$ cat config.mk
export PLATFORM = sky130hd
export DESIGN_NAME = sd_spi_cmd
export DESIGN_NICKNAME = d
export VERILOG_FILES = /design/src/rtl/sd_pkg.sv /design/src/rtl/sd_spi_clkgen.sv /design/src/rtl/sd_spi_cmd.sv
export SDC_FILE = /design/constraint.sdc
export NUM_CORES = 1
export LEC_CHECK = 0
export CAP_MARGIN = 20
export CORE_ASPECT_RATIO = 0.6
export CORE_MARGIN = 2
export CORE_UTILIZATION = 55
export CTS_CLUSTER_SIZE = 12
export DETAILED_ROUTE_END_ITERATION = 12
export PLACE_DENSITY = 0.9
export SYNTH_ARGS = -nofsm -noshare
export SYNTH_HDL_FRONTEND = slang
export SYNTH_HIERARCHICAL = 1
export SYNTH_SLANG_ARGS = --single-unit
$ cat constraint.sdc
create_clock -name CKA50 -period 3.58 [get_ports CKA50]
set_clock_uncertainty 0.15 [all_clocks]
set_input_delay 0.716 -clock CKA50 [delete_from_list [all_inputs] [get_ports CKA50]]
set_output_delay 0.716 -clock CKA50 [all_outputs]
set_load 0.005 [all_outputs]
$ cat src/rtl/sd_pkg.sv
// sd_pkg: shared definitions for the SD SPI-mode command sequencer.
//   sd_state_e   : sequencer states (idle, power-up clocks, preamble,
//                  command frame, response hunt, trailing clocks)
//   SD_FILL      : idle/fill byte on the SPI bus
//   SD_CRC_CMD*  : precomputed CRC7 values for the fixed-argument commands
//   SD_R1_IDLE   : R1 value reported by a card in the idle state
//   sd_frame()   : assembles the 48-bit command frame
package sd_pkg;

    typedef enum logic [2:0] {
        SD_IDLE,
        SD_INIT,
        SD_PRE,
        SD_SEND,
        SD_WAIT,
        SD_POST
    } sd_state_e;

    localparam logic [7:0] SD_FILL     = 8'hFF;
    localparam logic [6:0] SD_CRC_CMD0 = 7'h4A;
    localparam logic [6:0] SD_CRC_CMD8 = 7'h43;
    localparam logic [7:0] SD_R1_IDLE  = 8'h01;

    // Width of the bit and byte counters; wide enough for any sane
    // INIT_CLOCKS or RESP_TIMEOUT setting.
    localparam int SD_CNT_W = 16;

    // Start bit 0, transmission bit 1, index, argument, CRC7, end bit 1.
    function automatic logic [47:0] sd_frame(input logic [5:0]  idx,
                                             input logic [31:0] arg,
                                             input logic [6:0]  crc);
        return {2'b01, idx, arg, crc, 1'b1};
    endfunction

endpackage

$ cat src/rtl/sd_spi_clkgen.sv
// sd_spi_clkgen: SPI serial clock generator.
//   clk_i  : system clock
//   rst_i  : synchronous active-high reset
//   en_i   : run the clock; while low SdClk is held low and the phase
//            counter is cleared, so every enable starts a fresh half-period
//   sclk_o : serial clock, idles low, half-period CLKDIV clk_i cycles
//   rise_o : one-cycle pulse in the first cycle sclk_o is high
//   fall_o : one-cycle pulse in the last cycle sclk_o is high, so registers
//            updated on it change on the same edge as the falling sclk_o
module sd_spi_clkgen #(
    parameter int CLKDIV = 63
) (
    input  logic clk_i,
    input  logic rst_i,
    input  logic en_i,
    output logic sclk_o,
    output logic rise_o,
    output logic fall_o
);

    localparam int CW = (CLKDIV > 1) ? $clog2(CLKDIV) : 1;

    logic [CW-1:0] cnt_q, cnt_d;
    logic          sclk_q, sclk_d;
    logic          rise_q, rise_d;
    logic          halfDone;

    // Half-period counter; the toggle happens on the edge that ends the
    // last cycle of each half-period.
    always_comb begin
        halfDone = (cnt_q == CW'(CLKDIV - 1));
        cnt_d    = halfDone ? '0 : cnt_q + CW'(1);
        sclk_d   = halfDone ? ~sclk_q : sclk_q;
        rise_d   = halfDone && !sclk_q;
        if (!en_i) begin
            cnt_d  = '0;
            sclk_d = 1'b0;
            rise_d = 1'b0;
        end
    end

    always_ff @(posedge clk_i) begin
        if (rst_i) begin
            cnt_q  <= '0;
            sclk_q <= 1'b0;
            rise_q <= 1'b0;
        end else begin
            cnt_q  <= cnt_d;
            sclk_q <= sclk_d;
            rise_q <= rise_d;
        end
    end

    assign sclk_o = sclk_q;
    assign rise_o = rise_q;
    assign fall_o = en_i && halfDone && sclk_q;

endmodule

$ cat src/rtl/sd_spi_cmd.sv
// sd_spi_cmd: SPI-mode command sequencer owning the micro-SD pads.
//   CKA50 / RST            : system clock, synchronous active-high reset
//   Init                   : request the power-up clock burst (CS high)
//   CmdValid / CmdReady    : command handshake, accepted only when idle
//   CmdIdx / CmdArg / CmdCrc : command frame fields, latched at accept
//   Busy                   : transaction or power-up burst in progress
//   RespValid / Resp / RespTimeout : one-cycle result pulse, held values
//   SdClk, SdCmdOut/En, SdDat0In/En, SdDat3Out/En : pad-level signals
// A transaction is 8 fill clocks, the 48-bit frame, byte-aligned R1 polling
// and 8 trailing clocks, all in SPI mode 0.
module sd_spi_cmd
    import sd_pkg::*;
#(
    parameter int CLKDIV       = 63,
    parameter int RESP_TIMEOUT = 8,
    parameter int INIT_CLOCKS  = 80
) (
    input  logic        CKA50,
    input  logic        RST,
    input  logic        Init,
    input  logic        CmdValid,
    output logic        CmdReady,
    input  logic [5:0]  CmdIdx,
    input  logic [31:0] CmdArg,
    input  logic [6:0]  CmdCrc,
    output logic        Busy,
    output logic        RespValid,
    output logic [7:0]  Resp,
    output logic        RespTimeout,
    output logic        SdClk,
    output logic        SdCmdOut,
    output logic        SdCmdEn,
    input  logic        SdDat0In,
    output logic        SdDat0En,
    output logic        SdDat3Out,
    output logic        SdDat3En
);

    sd_state_e             state_q, state_d;
    logic [47:0]           shift_q, shift_d;
    logic [SD_CNT_W-1:0]   bitCnt_q, bitCnt_d;
    logic [SD_CNT_W-1:0]   byteCnt_q, byteCnt_d;
    logic [7:0]            rx_q, rx_d;
    logic                  toutFlag_q, toutFlag_d;
    logic [7:0]            resp_q, resp_d;
    logic                  respTimeout_q, respTimeout_d;
    logic                  respValid_q, respValid_d;
    logic                  sclkEn, sclkRise, sclkFall;

    // The serial clock only runs outside IDLE, so each burst restarts
    // with a full low half-period.
    assign sclkEn = (state_q != SD_IDLE);

    sd_spi_clkgen #(.CLKDIV(CLKDIV)) u_clkgen (
        .clk_i  (CKA50),
        .rst_i  (RST),
        .en_i   (sclkEn),
        .sclk_o (SdClk),
        .rise_o (sclkRise),
        .fall_o (sclkFall)
    );

    // Next-state logic. Every phase advances on SdClk falling edges, so the
    // last falling edge of a phase is also the edge that moves MOSI/CS on.
    always_comb begin
        state_d       = state_q;
        shift_d       = shift_q;
        bitCnt_d      = bitCnt_q;
        byteCnt_d     = byteCnt_q;
        rx_d          = rx_q;
        toutFlag_d    = toutFlag_q;
        resp_d        = resp_q;
        respTimeout_d = respTimeout_q;
        respValid_d   = 1'b0;

        unique case (state_q)
            SD_IDLE: begin
                bitCnt_d = '0;
                if (Init) begin
                    state_d = SD_INIT;
                end else if (CmdValid) begin
                    state_d    = SD_PRE;
                    shift_d    = sd_frame(CmdIdx, CmdArg, CmdCrc);
                    byteCnt_d  = '0;
                    toutFlag_d = 1'b0;
                end
            end
            SD_INIT: begin
                if (sclkFall) begin
                    if (bitCnt_q == SD_CNT_W'(INIT_CLOCKS - 1)) begin
                        bitCnt_d = '0;
                        state_d  = SD_IDLE;
                    end else begin
                        bitCnt_d = bitCnt_q + SD_CNT_W'(1);
                    end
                end
            end
            SD_PRE: begin
                if (sclkFall) begin
                    if (bitCnt_q == SD_CNT_W'(7)) begin
                        bitCnt_d = '0;
                        state_d  = SD_SEND;
                    end else begin
                        bitCnt_d = bitCnt_q + SD_CNT_W'(1);
                    end
                end
            end
            SD_SEND: begin
                if (sclkFall) begin
                    shift_d = {shift_q[46:0], 1'b1};
                    if (bitCnt_q == SD_CNT_W'(47)) begin
                        bitCnt_d = '0;
                        state_d  = SD_WAIT;
                    end else begin
                        bitCnt_d = bitCnt_q + SD_CNT_W'(1);
                    end
                end
            end
            SD_WAIT: begin
                // The byte decision is taken on the falling edge after the
                // eighth sample, when rx_q already holds the complete byte.
                if (sclkRise) begin
                    rx_d = {rx_q[6:0], SdDat0In};
                end
                if (sclkFall) begin
                    if (bitCnt_q == SD_CNT_W'(7)) begin
                        bitCnt_d = '0;
                        if (!rx_q[7]) begin
                            state_d = SD_POST;
                        end else if (byteCnt_q == SD_CNT_W'(RESP_TIMEOUT - 1)) begin
                            toutFlag_d = 1'b1;
                            state_d    = SD_POST;
                        end else begin
                            byteCnt_d = byteCnt_q + SD_CNT_W'(1);
                        end
                    end else begin
                        bitCnt_d = bitCnt_q + SD_CNT_W'(1);
                    end
                end
            end
            SD_POST: begin
                // Results are published only here so Resp/RespTimeout keep
                // their previous values for the whole transaction.
                if (sclkFall) begin
                    if (bitCnt_q == SD_CNT_W'(7)) begin
                        bitCnt_d      = '0;
                        state_d       = SD_IDLE;
                        respValid_d   = 1'b1;
                        resp_d        = toutFlag_q ? SD_FILL : rx_q;
                        respTimeout_d = toutFlag_q;
                    end else begin
                        bitCnt_d = bitCnt_q + SD_CNT_W'(1);
                    end
                end
            end
            default: state_d = SD_IDLE;
        endcase
    end

    always_ff @(posedge CKA50) begin
        if (RST) begin
            state_q       <= SD_IDLE;
            shift_q       <= '1;
            bitCnt_q      <= '0;
            byteCnt_q     <= '0;
            rx_q          <= SD_FILL;
            toutFlag_q    <= 1'b0;
            resp_q        <= SD_FILL;
            respTimeout_q <= 1'b0;
            respValid_q   <= 1'b0;
        end else begin
            state_q       <= state_d;
            shift_q       <= shift_d;
            bitCnt_q      <= bitCnt_d;
            byteCnt_q     <= byteCnt_d;
            rx_q          <= rx_d;
            toutFlag_q    <= toutFlag_d;
            resp_q        <= resp_d;
            respTimeout_q <= respTimeout_d;
            respValid_q   <= respValid_d;
        end
    end

    assign CmdReady    = (state_q == SD_IDLE);
    assign Busy        = (state_q != SD_IDLE);
    assign RespValid   = respValid_q;
    assign Resp        = resp_q;
    assign RespTimeout = respTimeout_q;

    // Chip select is low for the whole card transaction; MOSI only carries
    // data during the frame and idles high otherwise.
    assign SdDat3Out = (state_q == SD_IDLE) || (state_q == SD_INIT);
    assign SdCmdOut  = (state_q == SD_SEND) ? shift_q[47] : 1'b1;
    assign SdCmdEn   = 1'b1;
    assign SdDat0En  = 1'b0;
    assign SdDat3En  = 1'b1;

endmodule
# Yosys cells after proc, flatten, opt, wreduce, memory -nomap -nowiden
# Index checks and enable logic that the tools add are counted.
[word_totals]
memories = 0
latch_bits = 0
register_bits = 110
mem_bits_rw = 0
word_cells = 111
romBits = 0
[classes]
mul = 0
shifts = 0
n_reduce_logical = 21
eq_ne = 28
bitwise_logic = 4
div_mod_pow = 0
n_addsub = 3
mux = 43
magnitude_cmp = 0
[op_table]
columns = ["op", "count"]
rows = [
  ["16-bit two-way mux", 12],
  ["48-bit two-way mux", 3],
  ["48-bit case mux with 2 select lines", 1],
  ["16-bit case mux with 4 select lines", 1],
  ["3-bit two-way mux", 14],
  ["16-bit by 1-bit adder with 16-bit output (second input constant)", 2],
  ["16-bit by 3-bit == test with 1-bit output (second input constant)", 2],
  ["16-bit case mux with 2 select lines", 1],
  ["2-bit inequality test (second input constant)", 15],
  ["3-bit case mux with 6 select lines", 1],
  ["16-bit by 6-bit == test with 1-bit output (second input constant)", 1],
  ["16-bit by 7-bit == test with 1-bit output (second input constant)", 1],
  ["7-bit AND reduction", 2],
  ["12-bit AND reduction", 1],
  ["3-bit OR reduction", 3],
  ["1-bit two-way mux", 8],
  ["8-bit two-way mux", 1],
  ["4-bit AND reduction", 2],
  ["6-bit by 1-bit adder with 6-bit output (second input constant)", 1],
  ["3-bit by 2-bit == test with 1-bit output (second input constant)", 2],
  ["3-bit == test (second input constant)", 2],
  ["6-bit == test (second input constant)", 1],
  ["3-bit inequality test (second input constant)", 2],
  ["1-bit NOT", 4],
  ["other kinds (13)", 16],
]

# Logic depth before layout (Yosys ltp)
# Gate-level depths: netlist (run 1).
[depth]
depth_word = 6
depth_mapped = 12
mapped_depth_nobuf = 11

# Modules after synthesis
# The synthesis (run 1) kept the hierarchy.
[modules_own_cells]
columns = ["mod", "area_each_um2", "cells_per_inst", "seq_area_each_um2", "instances"]
rows = [
  ["sd_spi_cmd", 4737.0, 588, 2021.9, 1],
  ["sd_spi_clkgen", 329.1, 34, 160.2, 1],
]

# Worst setup path after synthesis (run 1)
# No wires, ideal clock.
[synth_path]
kind = "flip-flop to flip-flop"
start = "register state_q[2]"
end = "register byteCnt_q[12]"
synth_period_minus_slack_ns = 2.943
stages_incl_launch_ff = 11
t_arrival_ns = 2.721
n_path_buf = 2
required_time_ns = 3.358
slack_ns = 0.637
path_cell_list = "dfxtp_1 > clkbuf_1 > clkbuf_1 > or3_1 > and3_1 > nor4b_1 > nand4_1 > o21ai_1 > or3b_1 > or3_1 > a21oi_1"
[synth_between]
elab_chain_len = 5
elab_cells_between_ends = 14
[synth_rtl]
columns = ["item", "line", "rtl"]
rows = [
  ["start, declared", "sd_spi_cmd.sv:39", "sd_state_e state_q, state_d;"],
  ["start signal, assigned", "sd_spi_cmd.sv:172", "state_q <= state_d;"],
  ["3-bit nonzero test", "-", ""],
  ["named net Busy", "sd_spi_cmd.sv:26", "output logic Busy,"],
  ["1-bit logical AND (2 in series)", "sd_spi_clkgen.sv:56", "assign fall_o = en_i && halfDone && sclk_q;"],
  ["named net sclkFall", "sd_spi_cmd.sv:48", "logic sclkEn, sclkRise, sclkFall;"],
  ["2-bit inequality test (no source line)", "-", ""],
  ["7-bit AND reduction (no source line)", "-", ""],
  ["end signal, assigned", "sd_spi_cmd.sv:175", "byteCnt_q <= byteCnt_d;"],
  ["end, declared", "sd_spi_cmd.sv:42", "logic [SD_CNT_W-1:0] byteCnt_q, byteCnt_d;"],
]
# The timed path passes the listed nets, and every way through them passes these cells.
# A chain may end at the register's enable or synchronous reset.

# Worst setup path after layout (run 1)
[layout_path]
start = "register bitCnt_q[0]"
end = "register resp_q[7] (netlist: Resp[7])"
[layout_between]
elab_chain_len = 2
[layout_rtl]
columns = ["item", "line", "rtl"]
rows = [
  ["start, declared", "sd_spi_cmd.sv:41", "logic [SD_CNT_W-1:0] bitCnt_q, bitCnt_d;"],
  ["start signal, assigned", "sd_spi_cmd.sv:174", "bitCnt_q <= bitCnt_d;"],
  ["16-bit by 3-bit == test with 1-bit output", "sd_spi_cmd.sv:145", "if (bitCnt_q == SD_CNT_W'(7)) begin"],
  ["3-bit AND reduction (no source line)", "-", ""],
  ["end signal, assigned", "sd_spi_cmd.sv:178", "resp_q <= resp_d;"],
  ["end, declared", "sd_spi_cmd.sv:45", "logic [7:0] resp_q, resp_d;"],
]
# Every way passes these cells.

==> results.ini, run 1 <==
[run_status]
status=finished, final reports clean

[yosys]
synthDistinctLibCells=54
netlist_instances=622
yosys_warnings=6
synthFlopType=dfxtp_1
yosysSeqAreaShare_pct=43.1
ys_seq_elements=109
synth_area_sq_mm=0.00507
syn_avg_cell_area_sq_um=8.14
synthArstFlopShare_pct=0
synth_edf_count=0

[global_routing]
grt_max_degree=53
antenna_found_initial=0
grt_pass1_vias=4174
gr-total-overflow=0
grtUsageTotal_pct=23.9
grt_pass1_wl_um=19500

[pwr]
intPower_uw=2330
ir_worst_vdd_mv=0.269
leakagePower_uw=0.00234
p_seq_share_pct=43.4
p_comb_share_pct=23.2
clkPwrFrac_pct=33.4
p_per_area_mw_per_mm2=536
swShare_pct=28.6
p_sw_uw=934

[critical_path]
arrival_ps=3410
critPathCaptureType=register
worst_ep_required_time_ps=3670
crit_path_start_kind=register
critPathKind=register to register
path_max_fanout=9

[sta]
slew_headroom_pct=41.4
fin_crit_sh_pct=92.9
rsz0062_at_grt=no
fmax_mhz=301
setup_viol=0
hold_viol=0
final.setup.tns_ps=0
worst_slack_ps=255
fin_crit_ps=3330
slew_violations=0
worst_pin_slew_ps=878

[cts]
cts_buffers=9
tritoncts=done
ctsHoldBuffers=0
root_buffer=clkbuf_16
clock_sinks=109
path_clk_slew_ps=70
insertion_delay_ps=350
ctsResizeCount=0
post-cts-setup-buffers=0
cts_max_level=3
cts_buffer_depth=2

[route]
first_pass_iters=5
wirelength_um=11600
route.detailed.drc=0
drt_iter0_markers=421
vias_per_cell=5.87
vias=4611
antenna_left=0
wire_per_inst_um=14.7

[die]
core_sq_mm=0.00905
die-height_um=78.3
ios=68
die_width_um=128
dieArea_sq_mm=0.0100
start_util_pct=56.0
rows=27

[final_layout]
area_delta_synth_final_pct=20.3
fill_cells=706
n_antenna_cell=0
final_util_pct=67.3
nNetsFinal=718
drive_gt1_share_pct=5.68

[run]
drv_cap=0

[place]
dp_hpwl_um=7770
numPortBuffers=64
dp_slack_ps=505
gp_congestion=0.933

[min_path]
hold_path_class=register to register

==> power by group through the flow <==
stage	Combinational (uW)	Sequential, uW	Clock (uW)
4_1_cts	757	1420	1100
3_5_place_dp	753	1440	0
2_1_floorplan	543	1420	0
3_3_place_gp	727	1440	0
5_1_grt	845	1430	1150
6_report	758	1420	1090
==> worst paths after layout <==
path | cells past startpoint | from | slack [ps] | end
setup / recovery | 7 | bitCnt_q[0]$_SDFFE_PP0P_ | 250 | Resp[7]$_SDFFE_PP1P_
hold / removal | 1 | shift_q[23]$_SDFFE_PP1P_ | 310 | shift_q[23]$_SDFFE_PP1P_
setup reg to reg | 7 | bitCnt_q[0]$_SDFFE_PP0P_ | 250 | Resp[7]$_SDFFE_PP1P_
hold reg to reg | 1 | shift_q[23]$_SDFFE_PP1P_ | 310 | shift_q[23]$_SDFFE_PP1P_
==> cells in the final DEF (no fill, tap or decap), drive strengths merged, types with 4 or more instances in the layout <==
master         instances
a21oi                 54
or4                    4
buf                    9
or3                    5
xnor2                  7
o21ai                  6
clkbuf                11
o21bai                11
nand3b                 9
dfxtp                109
a211o                 46
inv                    5
nor4b                  4
clkdlybuf4s50         63
nor4                   6
xor2                  21
and3                   9
nor3                  17
nand4                 15
nand2                132
nor2b                  4
ha                     4
nor2                  54
nand3                 20
and2                   5
==> flip-flops by register name, summed over array words and instances (netlist names), 3 cells and up <==
| name | flops |
|---|---|
| bitCnt_q | 16 |
| rx_q | 8 |
| state_q | 3 |
| Resp | 8 |
| shift_q | 47 |
| u_clkgen/cnt_q | 6 |
| byteCnt_q | 16 |
==> Yosys cell counts, drive strengths merged, types with 6 or more instances <==
master / number / area (sq um)
nor2: 54 / 203
nor4: 6 / 37.5
and3: 9 / 56.3
a211o: 46 / 403
nand3: 20 / 105
o21ai: 6 / 41.3
xnor2: 7 / 61.3
nor3: 17 / 85.1
a21oi: 54 / 274
nand4: 15 / 109
clkbuf: 33 / 124
xor2: 21 / 184
o21bai: 11 / 82.6
nand3b: 9 / 67.6
dfxtp: 109 / 2180
nand2: 132 / 495
buf: 9 / 46.3
==> layout make-up <==
class	instances	area [sq um]	share of cell area, %
Sequential cell	109	2180	35.8
Tap cell	116	145	2.38
Timing Repair Buffer	72	708	11.6
Clock buffer	11	253	4.15
Multi-Input combinational cell	467	2700	44.4
Inverter	5	18.8	0.308
Clock inverter	5	82.6	1.36
==> metrics by stage <==
| step | cell area [sq um] | hold slack (ps) | instances | total power, uW |
|---|---|---|---|---|
| 2_1_floorplan | 5070 | 279 | 623 | 1970 |
| 3_3_place_gp | 5760 | 292 | 769 | 2160 |
| 3_5_place_dp | 5760 | 299 | 769 | 2200 |
| 4_1_cts | 6090 | 316 | 785 | 3270 |
| 5_1_grt | 6090 | 329 | 785 | 3430 |
| 6_report | 6090 | 313 | 785 | 3270 |
==> per-layer routing <==
| metal | track usage, % | routed length [um] |
|---|---|---|
| met2 | 38.3 | 5250 |
| met4 | 9.01 | 295 |
| met1 | 31.4 | 5350 |
| met5 | 0 | 0 |
| met3 | 5.79 | 679 |
==> critical path, cell delays in order (launching register included) <==
cell      delay, ps
dfxtp_1         440
ha_1            270
nor4bb_1        770
nand2_1         280
nor4_1          470
nand3_1         350
nor3_1          370
o21bai_1        100
==> kinds of logic after synthesis <==
logic type	after synthesis	share of synthesized area [%]
simple gates	299	28.7
compound gates	132	18.4
flops	109	43.1
buf+inv	47	3.73
xor+xnor	28	4.84
fa+ha+maj	4	0.988
other cells	2	0.148
mux	1	0.198
Note: power is estimated with default switching activity, not from simulation.
==> run 2: changes to the inputs <==
--- a/config.mk
+++ b/config.mk
@@ -14,5 +14,4 @@
 export PLACE_DENSITY = 0.9
 export SYNTH_ARGS = -nofsm -noshare
 export SYNTH_HDL_FRONTEND = slang
-export SYNTH_HIERARCHICAL = 1
 export SYNTH_SLANG_ARGS = --single-unit
==> results.ini, run 2 <==
[yosys]
synth-compound-area-share_pct=14.8  ; -3.5 points
syn_avg_cell_area_sq_um=8.75  ; +7.4%
synthFlopType=dfxtp_1
synth_xor_area_share_pct=3.11  ; -1.7 points
synth_edf_count=0  ; unchanged
synth_area_sq_mm=0.00507  ; unchanged
synth-simple-area-share_pct=24.3  ; -4.3 points
synth_mux_area_share_pct=9.31  ; +9.1 points
synthArstFlopShare_pct=0  ; unchanged
synthDistinctLibCells=57  ; +5.6%
synth_top_family_by_area=simple AND/OR/NAND/NOR gates
yosys_warnings=0  ; -6
synthTopCellsByArea=dfxtp_1 43%, mux2i_1 9.1%, nand2_1 6.5%
ys_seq_elements=109  ; unchanged
synthDominantCellAreaShare_pct=43.1  ; unchanged
yosys.cell_count.top_type=dfxtp_1
yosysSeqAreaShare_pct=43.1  ; unchanged
netlist_instances=579  ; -6.9%
synth_top_area_cell=dfxtp_1
synthAdderAreaFrac_pct=0.988  ; unchanged
synthTopCellsByCount=109 x dfxtp_1, 88 x nand2_1, 50 x nor2_1

[sta]
worst_pin_slew_ps=997  ; +119 ps
rsz0062_at_grt=no
hold-worst-slack_ps=313  ; -0.383 ps
slew_violations=0  ; unchanged
slew_headroom_pct=32.7  ; -8.8 points
fin_crit_ps=2980  ; -349 ps
setup_viol=0  ; unchanged
final.setup.tns_ps=0  ; unchanged
fmax_mhz=336  ; +12%
fin_crit_sh_pct=83.1  ; -9.7 points
hold_viol=0  ; unchanged

[final_layout]
top_regs=shift_q (47), bitCnt_q (16), byteCnt_q (16)
final_cell_count_no_fill=739  ; -5.9%
fill_cells=668  ; -5.4%
area_delta_synth_final_pct=18.9
design_area_sq_mm=0.00602  ; -1.1%
n_antenna_cell=0  ; unchanged
drive_gt1_share_pct=5.62  ; -0.062 points
largest_reg_flops=47  ; unchanged
top_register=shift_q
final_common_cell=dfxtp_1
nNetsFinal=673  ; -6.3%
final_util_pct=66.5  ; -0.75 points
final_cell_mix=109 x dfxtp_1, 88 x nand2_1, 64 x clkdlybuf4s50_1

[place]
gp_congestion=0.914  ; -2.1%
dp_cells=724  ; -5.9%
dp_hpwl_um=8500  ; +9.4%
postPlaceCellArea_sq_mm=0.00574  ; -0.26%
numPortBuffers=64  ; unchanged

[cts]
ctsResizeCount=0  ; unchanged
ctsHoldBuffers=0  ; unchanged
cts_buffer_depth=2  ; unchanged
insertion_delay_ps=350  ; about the same
cts_buffers=9  ; unchanged
tritoncts=done
cts_max_level=3  ; unchanged
post-cts-setup-buffers=0  ; unchanged
path_clk_slew_ps=70  ; about the same
root_buffer=clkbuf_16
clock_sinks=109  ; unchanged

[critical_path]
crit_path_top_delay_cell=or3_1
cp_top_family=buffers and inverters
path_max_fanout=18  ; +9
crit_path_start_kind=register
arrival_ps=2110  ; -1300 ps
path_cells=or3_1 -> inv_2 -> clkdlybuf4s50_1
critPathKind=register to output pin
crit_buf_inv=2  ; +2
cp_slowest_stage_delay_ps=560  ; -210 ps
critPathCaptureType=output pin
worst_ep_required_time_ps=2710  ; -960 ps

[die]
rows=27  ; unchanged
ios=68  ; unchanged
die_width_um=128  ; unchanged
dieArea_sq_mm=0.0100  ; unchanged
core_sq_mm=0.00905  ; unchanged
die-height_um=78.3  ; unchanged
start_util_pct=56.0  ; unchanged

[route]
antenna_left=0  ; unchanged
wire_per_inst_um=16.7  ; +13%
route.detailed.drc=0  ; unchanged
wirelength_um=12300  ; +6.5%
first_pass_iters=6  ; +1
drt_iter0_markers=631  ; +50%
vias=4583  ; -0.61%
vias_per_cell=6.20  ; +5.6%

[global_routing]
grt_max_degree=88  ; +66%
gr-total-overflow=0  ; unchanged
grt_pass1_vias=4282  ; +2.6%
use_met2_pct=39.9  ; +1.7 points
antenna_found_initial=0  ; unchanged
use_met3_pct=6.13  ; +0.34 points
grtUsageTotal_pct=25.1  ; +1.2 points
busiest_layer=met2
grt_pass1_wl_um=20400  ; +4.6%
use_met1_pct=33.4  ; +2.0 points

[run_status]
status=finished, final reports clean

[run]
drv_cap=0  ; unchanged

[pwr]
leakagePower_uw=0.00250  ; +7.2%
p_per_area_mw_per_mm2=536  ; -0.10%
ir_worst_vdd_mv=0.275  ; +2.5%

[min_path]
hold_path_class=register to register

[run 2: cell count changes after synthesis, sizes merged, moves of 7 or more]
| cell | change |
|---|---|
| a21oi | -38 |
| o31ai | +12 |
| o211ai | +44 |
| xor2 | -17 |
| mux2i | +45 |
| xnor2 | +7 |
| or4 | +8 |
| o21bai | -11 |
| nand2 | -44 |
| a211o | -46 |
| nand3b | -9 |
[run 2: final cells by class]
cell class | instances | area [sq um] | area share (%)
Multi-Input combinational cell | 421 | 2690 | 44.6
Clock inverter | 4 | 50.0 | 0.831
Timing Repair Buffer | 70 | 698 | 11.6
Clock buffer | 11 | 233 | 3.86
Inverter | 8 | 30.0 | 0.498
Sequential cell | 109 | 2180 | 36.2
Tap cell | 116 | 145 | 2.41
[run 2: final timing paths]
check                                                   from                            to  slack [ps]  cells after the start
worst max register to register      bitCnt_q[0]$_SDFFE_PP0P_     byteCnt_q[5]$_SDFFE_PP0P_         640                      6
worst max-delay path                 state_q[2]$_SDFFE_PP0P_                      CmdReady         600                      3
worst min register to register  u_clkgen.cnt_q[0]$_SDFF_PP0_  u_clkgen.cnt_q[0]$_SDFF_PP0_         310                      1
worst min-delay path            u_clkgen.cnt_q[0]$_SDFF_PP0_  u_clkgen.cnt_q[0]$_SDFF_PP0_         310                      1
[run 2: worst register-to-register path, cell delays in order (launching register included)]
cell and delay [ps]:
dfxtp_1 400, ha_1 250, nor4bb_1 370, nand4_2 250, o31a_1 580, or4_1 630
a21oi_1 220
[run 2: per-stage QoR]
stage	setup WS, ps	power (uW)
floorplan	1150	2000
global placement	524	2210
detailed placement	382	2260
CTS	646	3220
global route	479	3370
finish	604	3230
[run 2: per-layer routing]
layer  share of wire (%)  vias up  wire length (um)
met5                   0        -                 0
met4                 2.5        0               308
met1                  43     2137              5290
met2                  46      232              5700
li1                    -     2166                 -
met3                 8.3       48              1030
[run 2: kinds of logic (layout without fill, tap and decap cells)]
family          count (synthesis)  count (layout)
xor+xnor                       18              18
mux                            47              47
flops                         109             109
buf+inv                        50              93
other cells                     2               3
compound gates                104             104
fa+ha+maj                       4               4
simple gates                  245             245
[run 2: power breakdown]
| group | leakage, uW | internal [uW] | total (uW) | switching, uW |
|---|---|---|---|---|
| sequential | 0.000888 | 1340 | 1440 | 108 |
| clock | 0.000132 | 538 | 975 | 436 |
| combinational | 0.00148 | 350 | 810 | 460 |
| total | 0.00250 | 2220 | 3230 | 1000 |
==> run 3: changes to the inputs <==
--- a/config.mk
+++ b/config.mk
@@ -8,10 +8,10 @@
 export CAP_MARGIN = 20
 export CORE_ASPECT_RATIO = 0.6
 export CORE_MARGIN = 2
-export CORE_UTILIZATION = 55
+export CORE_UTILIZATION = 50
 export CTS_CLUSTER_SIZE = 12
 export DETAILED_ROUTE_END_ITERATION = 12
-export PLACE_DENSITY = 0.9
+export PLACE_DENSITY = 0.87
 export SYNTH_ARGS = -nofsm -noshare
 export SYNTH_HDL_FRONTEND = slang
 export SYNTH_SLANG_ARGS = --single-unit
==> constraint.sdc (replaced) <==
create_clock -name CKA50 -period 2.66 [get_ports CKA50]
set_clock_uncertainty 0.15 [all_clocks]
set_input_delay 0.532 -clock CKA50 [delete_from_list [all_inputs] [get_ports CKA50]]
set_output_delay 0.532 -clock CKA50 [all_outputs]
set_load 0.005 [all_outputs]
==> results.ini, run 3 (same netlist as run 2, synthesis figures left out) <==
[run_status]
status=finished, final reports clean

[final_layout]
drive_gt1_share_pct=9.20  ; +3.6 points
top_regs=shift_q (47), bitCnt_q (16), byteCnt_q (16)
area_delta_synth_final_pct=22.9
final_common_cell=dfxtp_1
final_cell_mix=109 x dfxtp_1, 88 x nand2_1, 64 x clkdlybuf4s50_1
final_cell_count_no_fill=776  ; +5.0%
largest_reg_flops=47  ; unchanged
final_util_pct=63.3  ; -3.3 points
fill_cells=825  ; +24%
n_antenna_cell=0  ; unchanged
multiInputGateArea_sq_mm=0.00272  ; +1.2%
top_register=shift_q
nNetsFinal=690  ; +2.5%
regArea_sq_mm=0.00218  ; unchanged

[global_routing]
grt_max_degree=64  ; -27%
gr-total-overflow=0  ; unchanged
grt_pass1_vias=3932  ; -8.2%
antenna_found_initial=0  ; unchanged
grtUsageTotal_pct=21.2  ; -3.9 points
grt_pass1_wl_um=18600  ; -8.6%

[die]
start_util_pct=51.5  ; -4.5 points
dieArea_sq_mm=0.0110  ; +9.6%
die_width_um=134  ; +4.7%
rows=28  ; +3.7%
core_sq_mm=0.00984  ; +8.7%
die-height_um=82.0  ; +4.6%
ios=68  ; unchanged

[cts]
tritoncts=done
path_clk_slew_ps=70  ; about the same
insertion_delay_ps=350  ; about the same
clock_sinks=109  ; unchanged
cts_max_level=3  ; unchanged
root_buffer=clkbuf_16
cts_buffers=9  ; unchanged
cts_buffer_depth=2  ; unchanged
post-cts-setup-buffers=0  ; unchanged

[min_path]
holdPathEnd=u_clkgen.cnt_q[0]$_SDFF_PP0_
min_path_cells=1  ; unchanged
hold_path_class=register to register
min_from=u_clkgen.cnt_q[0]$_SDFF_PP0_

[place]
numPortBuffers=64  ; unchanged
dp_hpwl_um=8160  ; -4.0%
dp_cells=759  ; +4.8%
gp_congestion=0.863  ; -5.6%
dp_slack_ps=-157  ; -539 ps

[sta]
final.setup.tns_ps=0  ; unchanged
worst_pin_slew_ps=771  ; -226 ps
fmax_mhz=395
worst_slack_ps=129  ; -475 ps
fin_crit_ps=2530
slew_violations=0  ; unchanged
hold_viol=0  ; unchanged
setup_viol=0  ; unchanged
slew_headroom_pct=48.6  ; +16 points
fin_crit_sh_pct=95.2

[route]
vias_per_cell=5.71  ; -8.0%
drt_iter0_markers=383  ; -39%
antenna_left=0  ; unchanged
vias=4429  ; -3.4%
route.detailed.drc=0  ; unchanged
wirelength_um=11600  ; -5.5%
first_pass_iters=5  ; -1
wire_per_inst_um=15.0  ; -10%

[pwr]
leakagePower_uw=0.00260  ; +3.8%
p_per_area_mw_per_mm2=706  ; +32%
ir_worst_vdd_mv=0.437  ; +58%
total_power_uw=4390  ; +36%

[critical_path]
critPathCaptureType=register
arrival_ps=2570  ; +460 ps
r2r_end=Resp[5]$_SDFFE_PP1P_
reg2reg_depth=7  ; +1
rrSetupSlack_ps=130  ; -510 ps
cp-startpoint=bitCnt_q[1]$_SDFFE_PP0P_
path_max_fanout=9  ; -9
crit_path_start_kind=register
worst_ep_required_time_ps=2700  ; about the same
critPathKind=register to register
reg2reg_from=bitCnt_q[1]$_SDFFE_PP0P_

[run]
drv_cap=0  ; unchanged

==> run 3: changes by cell type in the layout (fill, tap and decap cells not counted) <==
| cell | previous run | this run |
|---|---|---|
| o31a_1 | 1 | 0 |
| or4_4 | 0 | 1 |
| nor4bb_2 | 0 | 1 |
| o31a_4 | 0 | 1 |
| or4_1 | 12 | 11 |
| nor4bb_1 | 1 | 0 |
| ha_2 | 0 | 1 |
| buf_4 | 5 | 21 |
| nor3_2 | 0 | 2 |
| ha_1 | 4 | 3 |
| nor3_1 | 16 | 14 |
| buf_12 | 1 | 2 |
| inv_6 | 0 | 1 |
==> run 3: repair_timing <==
| action | 4_1_cts | 5_1_grt |
|---|---|---|
| endpoints found under the hold margin | 0 | 0 |
| resized for setup | 1 | 6 |
| hold buffers | 0 | 0 |
| setup endpoints to repair | 1 | 14 |
==> run 3: metrics by stage <==
step	hold slack [ps]	cell area (sq um)
global placement	294	5900
detailed placement	307	5900
floorplan	280	5070
global route	352	6230
finish	323	6230
CTS	323	6190
==> run 3: cell type report <==
| type | count | share of cell area [%] |
|---|---|---|
| Sequential cell | 109 | 35.0 |
| Inverter | 8 | 0.482 |
| Multi-Input combinational cell | 421 | 43.6 |
| Clock buffer | 11 | 3.74 |
| Clock inverter | 5 | 0.944 |
| Tap cell | 135 | 2.71 |
| Timing Repair Buffer | 87 | 13.5 |
==> run 3: power by group <==
part / internal [uW] / switching (uW)
registers: 1800 / 127
clock network: 733 / 594
logic: 526 / 619
==> run 3: per-layer routing <==
metal | track usage, % | vias up | part of all wire (%)
met5 | 0 | - | 0
met4 | 6.60 | 0 | 1.3
met3 | 4.88 | 19 | 5.6
met2 | 35.4 | 119 | 47
met1 | 27.7 | 2088 | 46
li1 | - | 2203 | -
==> run 3: how the worst max path moves through the flow <==
stage | end | depth (start not counted)
floorplan | byteCnt_q[13]$_SDFFE_PP0P_ | 7
global placement | byteCnt_q[10]$_SDFFE_PP0P_ | 6
detailed placement | byteCnt_q[8]$_SDFFE_PP0P_ | 6
CTS | byteCnt_q[5]$_SDFFE_PP0P_ | 6
global route | Resp[5]$_SDFFE_PP1P_ | 7
finish | Resp[5]$_SDFFE_PP1P_ | 7
==> run 3: critical path, cell delays in order (launching register included) <==
cell and delay, ps:
dfxtp_1 390, ha_2 220, nor4bb_2 310, nand4_2 210, buf_4 210, or4_4 560, nor3_1 200, o21ai_0 120
